--- config.mk ---
export PLATFORM = sky130hd
export DESIGN_NAME = fetch_pc_unit
export DESIGN_NICKNAME = d
export VERILOG_FILES = /design/src/rtl/fetch_pc_unit_pkg.sv /design/src/rtl/fetch_pc_unit_pc_slot_expand.sv /design/src/rtl/fetch_pc_unit.sv
export SDC_FILE = /design/constraint.sdc
export NUM_CORES = 1
export LEC_CHECK = 0
export ABC_AREA = 1
export ABC_CLOCK_PERIOD_IN_PS = 1800
export CAP_MARGIN = 5
export CORE_ASPECT_RATIO = 0.6
export CORE_UTILIZATION = 43
export DETAILED_ROUTE_END_ITERATION = 7
export PLACE_DENSITY = 0.82
export SYNTH_ARGS = -nofsm -noshare
export SYNTH_HDL_FRONTEND = slang
export SYNTH_SLANG_ARGS = --single-unit
--- constraint.sdc ---
create_clock -name clk -period 1.8 [get_ports clk]
set_input_delay 0.36 -clock clk [delete_from_list [all_inputs] [get_ports clk]]
set_output_delay 0.36 -clock clk [all_outputs]
set_load 0.01 [all_outputs]
--- src/rtl/fetch_pc_unit_pkg.sv ---
// Shared types and defaults for the fetch-PC stage.
// Optional build macro: PCG_ALIGN_CHECK_EN.
`ifndef SINGLE_WORD
`define SINGLE_WORD 32
`endif

package fetch_pc_unit_pkg;

  localparam int XLEN = `SINGLE_WORD;

  localparam logic [XLEN-1:0] PCG_RESET_PC =
    32'hbfc00000;

  typedef enum logic {
    ST_RUN = 1'b0,
    ST_DS  = 1'b1
  } pcg_state_e;

  function automatic logic [XLEN-1:0] slot_idx(
    input logic [XLEN-1:0] pc,
    input int              fw
  );
    return (pc >> 2) & XLEN'(fw - 1);
  endfunction

endpackage

--- src/rtl/fetch_pc_unit_pc_slot_expand.sv ---
// Expands the fetch PC into per-slot addresses and a slot mask.
// Purely combinational; no registers.
module pc_slot_expand
  import fetch_pc_unit_pkg::*;
#(
  parameter int FETCH_WIDTH = 4
) (
  input  logic [XLEN-1:0]             pc_i,
  input  logic                        ds_i,
  output logic [FETCH_WIDTH*XLEN-1:0] vaddr_o,
  output logic [FETCH_WIDTH-1:0]      mask_o
);

  localparam logic [XLEN-1:0] GRP_MASK =
    XLEN'(FETCH_WIDTH * 4 - 1);

  logic [XLEN-1:0] base;
  logic [XLEN-1:0] idx;

  assign base = pc_i & ~GRP_MASK;
  assign idx  = slot_idx(pc_i, FETCH_WIDTH);

  always_comb begin
    vaddr_o = '0;
    mask_o  = '0;
    for (int i = 0; i < FETCH_WIDTH; i++) begin
      vaddr_o[i*XLEN +: XLEN] =
        base | XLEN'(i * 4)
             | {{(XLEN-2){1'b0}}, pc_i[1:0]};
      if (ds_i)
        mask_o[i] = (XLEN'(i) == idx);
      else
        mask_o[i] = (XLEN'(i) >= idx);
    end
  end

endmodule

--- src/rtl/fetch_pc_unit.sv ---
// Fetch-PC stage: holds PC, applies flush/redirect, issues groups.
// Optional build macro: PCG_ALIGN_CHECK_EN.
module fetch_pc_unit
  import fetch_pc_unit_pkg::*;
#(
  parameter int              FETCH_WIDTH = 4,
  parameter logic [XLEN-1:0] RESET_PC    = PCG_RESET_PC
) (
  input  logic                        clk,
  input  logic                        rst,
  input  logic                        BE_flush_i,
  input  logic [XLEN-1:0]             BE_flushTarget_i,
  input  logic                        BR_redirect_i,
  input  logic [XLEN-1:0]             BR_target_i,
  input  logic                        BR_needDelaySlot_i,
  input  logic [XLEN-1:0]             BR_delaySlotPC_i,
  input  logic                        IC_ready_i,
  output logic                        PCG_valid_o,
  output logic [FETCH_WIDTH*XLEN-1:0] PCG_VAddr_p_o,
  output logic [FETCH_WIDTH-1:0]      PCG_slotMask_o,
  output logic                        PCG_isDelaySlotGroup_o,
  output logic                        PCG_adel_o
);

  localparam logic [XLEN-1:0] STEP =
    XLEN'(FETCH_WIDTH * 4);

  logic [XLEN-1:0] pc_q, pc_d;
  logic [XLEN-1:0] tgt_q, tgt_d;
  pcg_state_e      st_q, st_d;
  logic            valid_q, valid_d;

  logic [FETCH_WIDTH-1:0] raw_mask;
  logic [FETCH_WIDTH-1:0] one_hot;
  logic                   fire;
  logic                   adel;
  logic                   advance;

  pc_slot_expand #(
    .FETCH_WIDTH(FETCH_WIDTH)
  ) u_expand (
    .pc_i    (pc_q),
    .ds_i    (st_q == ST_DS),
    .vaddr_o (PCG_VAddr_p_o),
    .mask_o  (raw_mask)
  );

`ifdef PCG_ALIGN_CHECK_EN
  assign adel = valid_q & (pc_q[1:0] != 2'b00);
`else
  assign adel = 1'b0;
`endif

  assign one_hot = FETCH_WIDTH'(1)
    << slot_idx(pc_q, FETCH_WIDTH);
  assign fire    = valid_q & IC_ready_i;
  // A faulting group must be flushed, never advanced past.
  assign advance = fire & ~adel;

  always_comb begin
    pc_d    = pc_q;
    tgt_d   = tgt_q;
    st_d    = st_q;
    valid_d = 1'b1;
    if (advance) begin
      if (st_q == ST_DS) begin
        pc_d = tgt_q;
        st_d = ST_RUN;
      end else begin
        pc_d = (pc_q & ~(STEP - 1)) + STEP;
      end
    end
    if (BE_flush_i) begin
      pc_d = BE_flushTarget_i;
      st_d = ST_RUN;
    end else if (BR_redirect_i
                 && BR_needDelaySlot_i) begin
      pc_d  = BR_delaySlotPC_i;
      tgt_d = BR_target_i;
      st_d  = ST_DS;
    end else if (BR_redirect_i) begin
      pc_d = BR_target_i;
      st_d = ST_RUN;
    end
  end

  always_ff @(posedge clk) begin
    if (!rst) begin
      pc_q    <= RESET_PC;
      tgt_q   <= '0;
      st_q    <= ST_RUN;
      valid_q <= 1'b0;
    end else begin
      pc_q    <= pc_d;
      tgt_q   <= tgt_d;
      st_q    <= st_d;
      valid_q <= valid_d;
    end
  end

  assign PCG_valid_o    = valid_q;
  assign PCG_adel_o     = adel;
  assign PCG_slotMask_o =
    !valid_q ? '0 : (adel ? one_hot : raw_mask);
  assign PCG_isDelaySlotGroup_o =
    valid_q & (st_q == ST_DS);

endmodule
After elaboration in Yosys (flattened, before gate mapping)
Index checks and enable logic that the tools add are counted.

Flip-flop bits (word level): 66. Bits in latches: 0. Memory bits (writable): 0. Memory bits (read-only): 0. Bits of input ports: 102. Output and inout bits: 135. Memories: 0.

Add/subtract/negate cells: 1. Multiply operators: 0. Divide/modulo/power cells: 0. Order comparisons: 4. Equal/unequal tests: 3. Shift operators: 0. Mux-type cells: 14. Bitwise operators: 8. Reductions and logical operators: 6.

Operators with widths (number): $mux 32 (5); $or 32x2->32 (4); $add 32x5->32 const B (1); $logic_not 32->1 (1); $mux 1 (8); $eq 2x2->1 const A (2); $ge 1x2->1 const A (2); $ge 2x2->1 const A (2); $mux 4 (1); $reduce_bool 4->1 (1); $reduce_bool 3->1 (1); $and 1x1->1 (2); $eq 1x2->1 const A (1); $not 1->1 (2); $reduce_and 2->1 (1); $reduce_or 2->1 (1); $logic_and 1x1->1 (1).

Longest topological paths before layout
Gate-level depths: netlist (run 1).

Depth after elaboration: 6. Mapped depth: 13.

By module
A second synthesis (run 1) with hierarchy kept.

Cells, all modules: 808. Area, all modules: 5190.0 sq um.

By module, submodules not included: fetch_pc_unit (times used 1, cells each 668, area each 4182.8 sq um, seq. area each 1321.3 sq um); pc_slot_expand (times used 1, cells each 140, area each 1007.2 sq um, seq. area each 0.0 sq um).

Worst setup path after synthesis (run 1)
Ideal clock, no wire load.

Path type: flip-flop to flip-flop. Start: register pc_q[5]. End: register pc_q[30]. Data arrival time: 1.490 ns. Data required time: 1.680 ns. Slack: 0.191 ns. Cell stages (with the launch flop): 13. Path buffers: 0. Period minus slack after synthesis: 1.609 ns. Path through: dfxtp_1 ha_1 nand2_1 nor2_4 nand2_4 nor2_4 nand2_1 nand2_1 nand3_1 nand2_1 nand2_1 nand2_1 a21oi_1.

Longest elaborated chain between the ends: 6.

RTL lines: start: declaration (line fetch_pc_unit.sv:28) `logic [XLEN-1:0] pc_q, pc_d;`; start signal: assignment (line fetch_pc_unit.sv:94) `pc_q <= pc_d;`; $add 32x5->32 (line fetch_pc_unit.sv:70) `pc_d = (pc_q & ~(STEP - 1)) + STEP;`; $mux 32 (line fetch_pc_unit.sv:66) `if (st_q == ST_DS) begin`; $mux 32 (line fetch_pc_unit.sv:65) `if (advance) begin`; $mux 32 (line fetch_pc_unit.sv:81) `end else if (BR_redirect_i) begin`; $mux 32 (line fetch_pc_unit.sv:76) `end else if (BR_redirect_i`; $mux 32 (line fetch_pc_unit.sv:73) `if (BE_flush_i) begin`.

Every way passes these cells. The select of a mux whose other input is x is not followed. A chain may end at the register's enable or synchronous reset.

Final worst setup path (run 1)
Start: register pc_q[8]. End: output PCG_VAddr_p_o[40].

Longest elaborated chain between the ends: 1.

RTL lines: $or 32x2->32 (line fetch_pc_unit_pc_slot_expand.sv:29) `| {{(XLEN-2){1'b0}}, pc_i[1:0]};`; end: declaration (line fetch_pc_unit.sv:19) `output logic [FETCH_WIDTH*XLEN-1:0] PCG_VAddr_p_o,`.

Every way passes these cells.

==> flow_metrics.env, run 1 <==
export IMPL_setup_ws_ns=0.02787
export IMPL_drt_wl_total_um=18750
export IMPL_place_congestion=0.9227
export IMPL_io_pins=237
export IMPL_layout_drive_gt1_share_pct=13.89
export IMPL_cts_tree="done"
export IMPL_min_period_ns=1.772
export IMPL_preCtsSetupSlack_ns=-0.1349
export IMPL_die_area_mm2=0.01283
export IMPL_status="finished, final reports clean"
export IMPL_p_total_uw=5213
export IMPL_worstSetupStartpointType="flop"
export IMPL_synth_simple_area_share_pct=29.61
export IMPL_via_per_inst=5.281
export IMPL_reg2reg_slack_ns=0.11
export IMPL_worstPathArrival_ns=1.41
export IMPL_drt_iter0_markers=701
export IMPL_syn_area_per_cell_um2=6.306
export IMPL_hold_viol=0
export IMPL_finalSetupViolations=0
export IMPL_fillers=1061
export IMPL_core_mm2=0.01206
export IMPL_grt_pass1_wl_um=28170
export IMPL_antenna_found_initial=0
export IMPL_synth_compound_area_share_pct=18.24
export IMPL_holdCritStartpoint="tgt_q[27]$_SDFFE_PN0P_"
export IMPL_start_util_pct=44.07
export IMPL_cap_violations=0
export IMPL_drcViolationCount=0
export IMPL_clock_path_buffers=2
export IMPL_worstSkewPairLatency_ns=0.34
export IMPL_synthAdderAreaFrac_pct=0.2353
export IMPL_r2r_start="pc_q[4]$_SDFFE_PN0P_"
export IMPL_critical_path_endpoint_type="output pin"
export IMPL_dieHeight_um=88.13
export IMPL_wl_met3_um=2618
export IMPL_worst_hold_path_num_cells=2
export IMPL_m1WireLength_um=7939
export IMPL_cts_root_buf="clkbuf_16"
export IMPL_gr_total_overflow=0
export IMPL_yosys_cell_types_count=34
export IMPL_io_buffers=227
export IMPL_reg2reg_depth=12
export IMPL_grt_pass1_vias=5345
export IMPL_ant_nets=0
export IMPL_fmax_mhz=564.3
export IMPL_vias=6078
export IMPL_syn_to_final_growth_pct=43.59
export IMPL_crit_required_ns=1.44
export IMPL_synthMuxAreaShare_pct=0
export IMPL_nets=1085
export IMPL_synth_top_family_by_area="simple AND/OR/NAND/NOR gates"
export IMPL_hold_end="tgt_q[27]$_SDFFE_PN0P_"
export IMPL_syn_instance_count=843
export IMPL_cts_buffers=9
export IMPL_path_max_fanout=6
export IMPL_seq_area_mm2=0.001359
export IMPL_wl_met2_um=8023
export IMPL_period_share_pct=98.45
export IMPL_rows=31
export IMPL_p_leak_uw=0.003711
export IMPL_htree_levels=3
export IMPL_rsz0062_at_grt="true"
export IMPL_post_drt_wl_per_cell_um=16.29
export IMPL_irDropWorstVdd_v=0.0004509
export IMPL_synth_seq_cells=66
export IMPL_top_layer="met4"
export IMPL_skew_ns=0.007204
export IMPL_r2r_end="pc_q[14]$_SDFFE_PN0P_"
export IMPL_yosysWarnings=0
export IMPL_die_w_um=145.5
export IMPL_hpwl_um=14260
export IMPL_track_usage_pct=28.39
export IMPL_power_density_mw_per_mm2=682.9
export IMPL_synth_seq_area_share_pct=24.85
export IMPL_firstDrtPassIters=5
export IMPL_drv_slew=0
export IMPL_synth_xor_area_share_pct=0.8237
export IMPL_synth_area_mm2=0.005316
export IMPL_clk_pin_slew_ns=0.06
export IMPL_hold_path_class="reg -> reg"
export IMPL_multi_input_area_mm2=0.002654
export IMPL_cts_sinks=66
export IMPL_diodes=0
export IMPL_crit_type="reg -> out"
export IMPL_grt_max_degree=43
## Yosys cell counts (all sizes together)
cell type | count | area, um^2
a21o | 2 | 15.01
nand3 | 32 | 170.2
buf | 145 | 1050
conb | 2 | 7.510
inv | 67 | 251.5
or2 | 4 | 25.02
o21ai | 103 | 515.5
nand3b | 1 | 7.510
nand4 | 10 | 62.56
a31oi | 3 | 18.77
nand2 | 167 | 654.4
a21oi | 28 | 140.1
o21bai | 1 | 7.510
nor2 | 151 | 654.4
dfxtp | 66 | 1321
o22ai | 1 | 6.260
o211ai | 3 | 22.52
o31ai | 1 | 7.510
ha | 1 | 12.51
a221oi | 24 | 210.2
clkinv | 1 | 3.750
xor2 | 2 | 17.52
o221ai | 3 | 26.28
clkbuf | 22 | 82.58
xnor2 | 3 | 26.28
## worst max-delay path by stage
| stage | start | endpoint | slack [ns] | cells past startpoint |
|---|---|---|---|---|
| 3_5_place_dp | BR_needDelaySlot_i | pc_q[10]$_SDFFE_PN0P_ | -0.13 | 8 |
| 4_1_cts | pc_q[30]$_SDFFE_PN0P_ | PCG_VAddr_p_o[126] | 0.002 | 1 |
| 2_1_floorplan | pc_q[5]$_SDFFE_PN0P_ | pc_q[30]$_SDFFE_PN0P_ | 0.19 | 12 |
| 3_3_place_gp | BR_redirect_i | pc_q[14]$_SDFFE_PN0P_ | -0.04 | 8 |
| 5_1_grt | pc_q[4]$_SDFFE_PN0P_ | pc_q[14]$_SDFFE_PN0P_ | -0.01 | 12 |
| 6_report | pc_q[8]$_SDFFE_PN0P_ | PCG_VAddr_p_o[40] | 0.03 | 2 |
## flip-flops by register name, indices dropped and copies added, names as in the netlist
name         count
PCG_valid_o      1
pc_q            32
st_q             1
tgt_q           32
## stage by stage
| stage | TNS (ns) | instances | utilization, % | hold slack (ns) | cell area [um^2] |
|---|---|---|---|---|---|
| after floorplan | 0 | 850 | - | 0.3877 | 5343 |
| after global placement | -0.4289 | 1135 | 59.62 | 0.4412 | 7192 |
| after detailed placement | -2.018 | 1135 | 59.62 | 0.4545 | 7192 |
| after CTS | 0 | 1150 | 62.30 | 0.4620 | 7515 |
| after global routing | -0.01233 | 1151 | 63.28 | 0.4923 | 7634 |
| final | 0 | 1151 | 63.28 | 0.4739 | 7634 |
## cell type report
cell class                      instances  area share [%]
Inverter                               68           3.344
Tap cell                              165           2.704
Timing Repair Buffer                  288           37.21
Sequential cell                        66           17.80
Clock buffer                           11           3.180
Multi-Input combinational cell        549           34.76
Clock inverter                          4          0.9998
## worst max-delay path, cell delays in order, from the launching register on
cell	delay, ns
dfxtp_1	0.37
buf_4	0.16
clkdlybuf4s50_1	0.54
## cell families (layout without fill, tap and decap cells)
family,Yosys count,in the layout
buffers and inverters,235,371
adder cells (fa/ha/maj),1,1
flip-flops,66,66
XOR/XNOR,5,5
AO/OA/AOI/OAI,169,169
AND/OR/NAND/NOR,365,365
other,2,9
## routing by layer
metal / up-vias / track usage [%]
li1: 2870 / -
met1: 2747 / 37.96
met2: 439 / 44.93
met3: 22 / 9.167
met4: 0 / 5.933
met5: - / 0
## repair_timing
item	4_1_cts	5_1_grt
pin swaps	0	3
endpoints found under the setup margin	53	78
hold endpoints to repair	0	0
hold buffers	0	0
resized for setup	21	49
setup buffers	0	1
## power breakdown
part / total (uW) / switching (uW) / internal (uW)
combinational: 1590 / 747 / 843
clock: 1940 / 697 / 1250
sequential: 1680 / 109 / 1570
## cell usage in the layout (no fill, tap or decap), types with 4 or more instances in the layout
cell type	n
nand2_2	8
nor2_4	11
dlymetal6s2s_1	27
nand4_1	10
inv_2	6
clkdlybuf4s50_1	191
nor2_1	137
dlygate4sd2_1	8
nand3_1	29
o21ai_0	93
conb_1	9
o21ai_1	10
dfxtp_1	42
a21oi_1	28
nand2_1	158
or2_2	4
dfxtp_2	21
clkbuf_16	9
a221oi_1	24
inv_1	61
buf_4	55
buf_12	4
Note: power is estimated with default switching activity, not from simulation.
==> inputs of run 2 (changes only) <==
- ABC_AREA: 1 -> not set
- HOLD_SLACK_MARGIN: not set -> 0.12
- PLACE_DENSITY: 0.82 -> 0.83
==> run 2 against run 1 <==
Effect of this change:
- maximum frequency is 4.3% lower
- combinational power up 9%
- clock power is 11% higher
- critical path type is now reg -> reg
- final area is 5.9% higher
- register-to-register slack got worse by 0.16 ns
- the flow now finishes with violations (setup timing)
- via count is 3.4% lower
- synthesized cell count shrank 18%
- flip-flop and latch count unchanged
- setup slack got worse by 0.079 ns
- total power grew 6.5%
- utilization grew 7.1 points
- first-iteration DRC count fell by 13%
==> flow_metrics.env, run 2 <==
export IMPL_status="complete, but fails checks"
export IMPL_violations="setup timing"
export IMPL_rsz0062_at_grt="true"
export IMPL_clock_path_buffers=2
export IMPL_crit_family="simple AND/OR/NAND/NOR gates"
export IMPL_slowest_delay_ns=0.38
export IMPL_cts_sinks=66
export IMPL_io_buffers=227
export IMPL_cts_tree="done"
export IMPL_yosys_cell_types_count=61
export IMPL_final_area_mm2=0.008083
export IMPL_rows=30
export IMPL_instances_no_fill=1048
export IMPL_fillers=857
export IMPL_cp_num_buf_inv=1
export IMPL_ant_nets=0
export IMPL_drt_wl_total_um=19750
export IMPL_top_regs="pc_q x32, tgt_q x32"
export IMPL_r2r_start="pc_q[4]$_SDFFE_PN0P_"
export IMPL_wl_met2_um=8612
export IMPL_gr_total_overflow=0
export IMPL_via_per_inst=5.603
export IMPL_die_w_um=143.4
export IMPL_cp_slowest_cell="dfxtp_4"
export IMPL_cap_violations=0
export IMPL_finalSetupViolations=3
export IMPL_final_cell_mix="186 x clkdlybuf4s50_1, 111 x buf_4, 96 x nand2_1"
export IMPL_grt_pass1_vias=5295
export IMPL_syn_to_final_growth_pct=56.68
export IMPL_yosys_area_top_type_share_pct=25.61
export IMPL_hold_end="tgt_q[21]$_SDFFE_PN0P_"
export IMPL_tightest_slew_ns=0.5922
export IMPL_period_share_pct=102.9
export IMPL_post_drt_wl_per_cell_um=18.84
export IMPL_io_pins=237
export IMPL_yosysWarnings=0
export IMPL_synth_seq_cells=66
export IMPL_drt_iter0_markers=609
export IMPL_setup_ws_ns=-0.05138
export IMPL_holdCritStartpoint="tgt_q[21]$_SDFFE_PN0P_"
export IMPL_grt_pass1_wl_um=29470
export IMPL_crit_required_ns=2.01
export IMPL_syn_instance_count=689
export IMPL_wl_met3_um=2182
export IMPL_crit_type="reg -> reg"
export IMPL_yosys_top_cells_area="dfxtp_1 26%, buf_4 19%, nand2_1 7.1%, a21oi_1 5.7%, mux2i_1 5.4%"
export IMPL_synth_top_family_by_area="buffers and inverters"
export IMPL_antenna_found_initial=0
export IMPL_synthArstFlopShare_pct=0
export IMPL_final_common_cell="clkdlybuf4s50_1"
export IMPL_syn_area_per_cell_um2=7.487
export IMPL_layout_drive_gt1_share_pct=22.52
export IMPL_htree_levels=3
export IMPL_synthAdderAreaFrac_pct=0.2425
export IMPL_placedInstanceArea_mm2=0.007511
export IMPL_reg2reg_slack_ns=-0.05
export IMPL_place_congestion=0.9586
export IMPL_synth_seq_area_share_pct=25.61
export IMPL_vias=5872
export IMPL_hpwl_um=15010
export IMPL_dp_cells=1028
export IMPL_slew_headroom_pct=60.10
export IMPL_reg2reg_depth=7
export IMPL_firstDrtPassIters=6
export IMPL_cts_buffers=9
export IMPL_hold_path_class="reg -> reg"
export IMPL_drv_slew=0
export IMPL_clk_pin_slew_ns=0.06
export IMPL_irDropWorstVdd_v=0.0005098
export IMPL_dieHeight_um=86.84
export IMPL_core_mm2=0.01149
export IMPL_postCtsHoldBufs=0
export IMPL_synth_top_area_cell="dfxtp_1"
export IMPL_power_density_mw_per_mm2=686.6
export IMPL_crit_chain="ha_4, nand4_4, nor4_4, buf_4, a21oi_2, or3b_4, o2bb2ai_2"
export IMPL_synthMuxAreaShare_pct=8.271
export IMPL_m1WireLength_um=8703
export IMPL_hold_viol=0
export IMPL_synth_area_mm2=0.005159
export IMPL_cts_root_buf="clkbuf_16"
export IMPL_final_util_pct=70.37
export IMPL_whs_ns=0.4559
export IMPL_synth_compound_area_share_pct=20.30
export IMPL_path_max_fanout=4
export IMPL_critical_path_endpoint_type="flop"
export IMPL_start_util_pct=44.91
export IMPL_worstPathArrival_ns=2.07
export IMPL_p_leak_uw=0.003514
export IMPL_synthFlopType="dfxtp_1"
export IMPL_synth_edff_count=0
export IMPL_worstSetupStartpointType="flop"
export IMPL_diodes=0
export IMPL_grt_max_degree=35
export IMPL_synth_common_cells="129 x buf_4, 98 x nand2_1, 66 x dfxtp_1, 59 x a21oi_1, 36 x nor2_1"
export IMPL_nets=986
export IMPL_fmax_mhz=540.1
export IMPL_worstSkewPairLatency_ns=0.33
export IMPL_r2r_end="pc_q[18]$_SDFFE_PN0P_"
export IMPL_min_period_ns=1.851
export IMPL_synth_simple_area_share_pct=21.22
export IMPL_die_area_mm2=0.01245
export IMPL_track_usage_pct=31.04
export IMPL_top_layer="met4"
export IMPL_drcViolationCount=0
export IMPL_worstSetupPathDepth=7
export IMPL_worst_hold_path_num_cells=2
export IMPL_synth_most_common_cell="buf_4"
export IMPL_skew_ns=0.006066
export IMPL_synth_xor_area_share_pct=1.188
## run 2: layout make-up
type	count	area, um^2	area share (%)
timing repair buffer	347	3307	40.91
clock buffer	11	264.0	3.266
tap	160	200.2	2.477
clock inverter	5	107.6	1.331
sequential	66	1353	16.73
inverter	14	52.55	0.6502
multi-input combinational	445	2799	34.63
## run 2: how the worst max path moves through the flow
stage / endpoint / slack (ns) / from
floorplan: pc_q[24]$_SDFFE_PN1P_ / -0.004 / BE_flush_i
global placement: pc_q[30]$_SDFFE_PN0P_ / -0.28 / BR_redirect_i
detailed placement: pc_q[30]$_SDFFE_PN0P_ / -0.37 / BR_redirect_i
CTS: PCG_VAddr_p_o[111] / 0.004 / pc_q[15]$_SDFFE_PN0P_
global route: pc_q[31]$_SDFFE_PN1P_ / -0.08 / pc_q[5]$_SDFFE_PN0P_
finish: pc_q[18]$_SDFFE_PN0P_ / -0.05 / pc_q[4]$_SDFFE_PN0P_
## run 2: report_power, final
group	internal [uW]	total, uW	switching [uW]	leakage, uW
registers	1550	1650	100	0.000546
clock network	1480	2160	683	0.000181
logic	945	1730	788	0.00279
## run 2: layer usage
layer	track usage [%]	vias to the layer above
li1	-	2689
met1	44.68	2728
met2	46.91	425
met3	7.238	30
met4	6.190	0
met5	0	-
## run 2: logic make-up after synthesis
logic type	Yosys count
AOI/OAI and AO/OA	162
DFF	66
and+or+nand+nor	225
xor gates and xnor gates	7
adders and majority gates	1
muxes	41
buffers and inverters	185
other	2
## run 2: what timing repair did
item,CTS,global route
setup endpoints to repair,55,69
resized for setup,29,53
gates cloned,0,0
pin swaps,1,8
setup buffers,0,4
## run 2: through the flow
step                        TNS, ns  power [uW]  setup WS (ns)
after floorplan           -0.004450        2596      -0.004450
after global placement       -12.19        3349        -0.2829
after detailed placement     -16.88        3377        -0.3722
after CTS                         0        5518       0.003608
after global routing        -0.4920        5747       -0.08296
final                      -0.09513        5550       -0.05138
## run 2: worst register-to-register path, delay by kind of cell, from the launching register on
kind	cells	cell delay, ns
buffers and inverters	1	0.18
flip-flops	1	0.38
adder cells (fa/ha/maj)	1	0.17
AND/OR/NAND/NOR	3	0.84
AO/OA/AOI/OAI	2	0.16
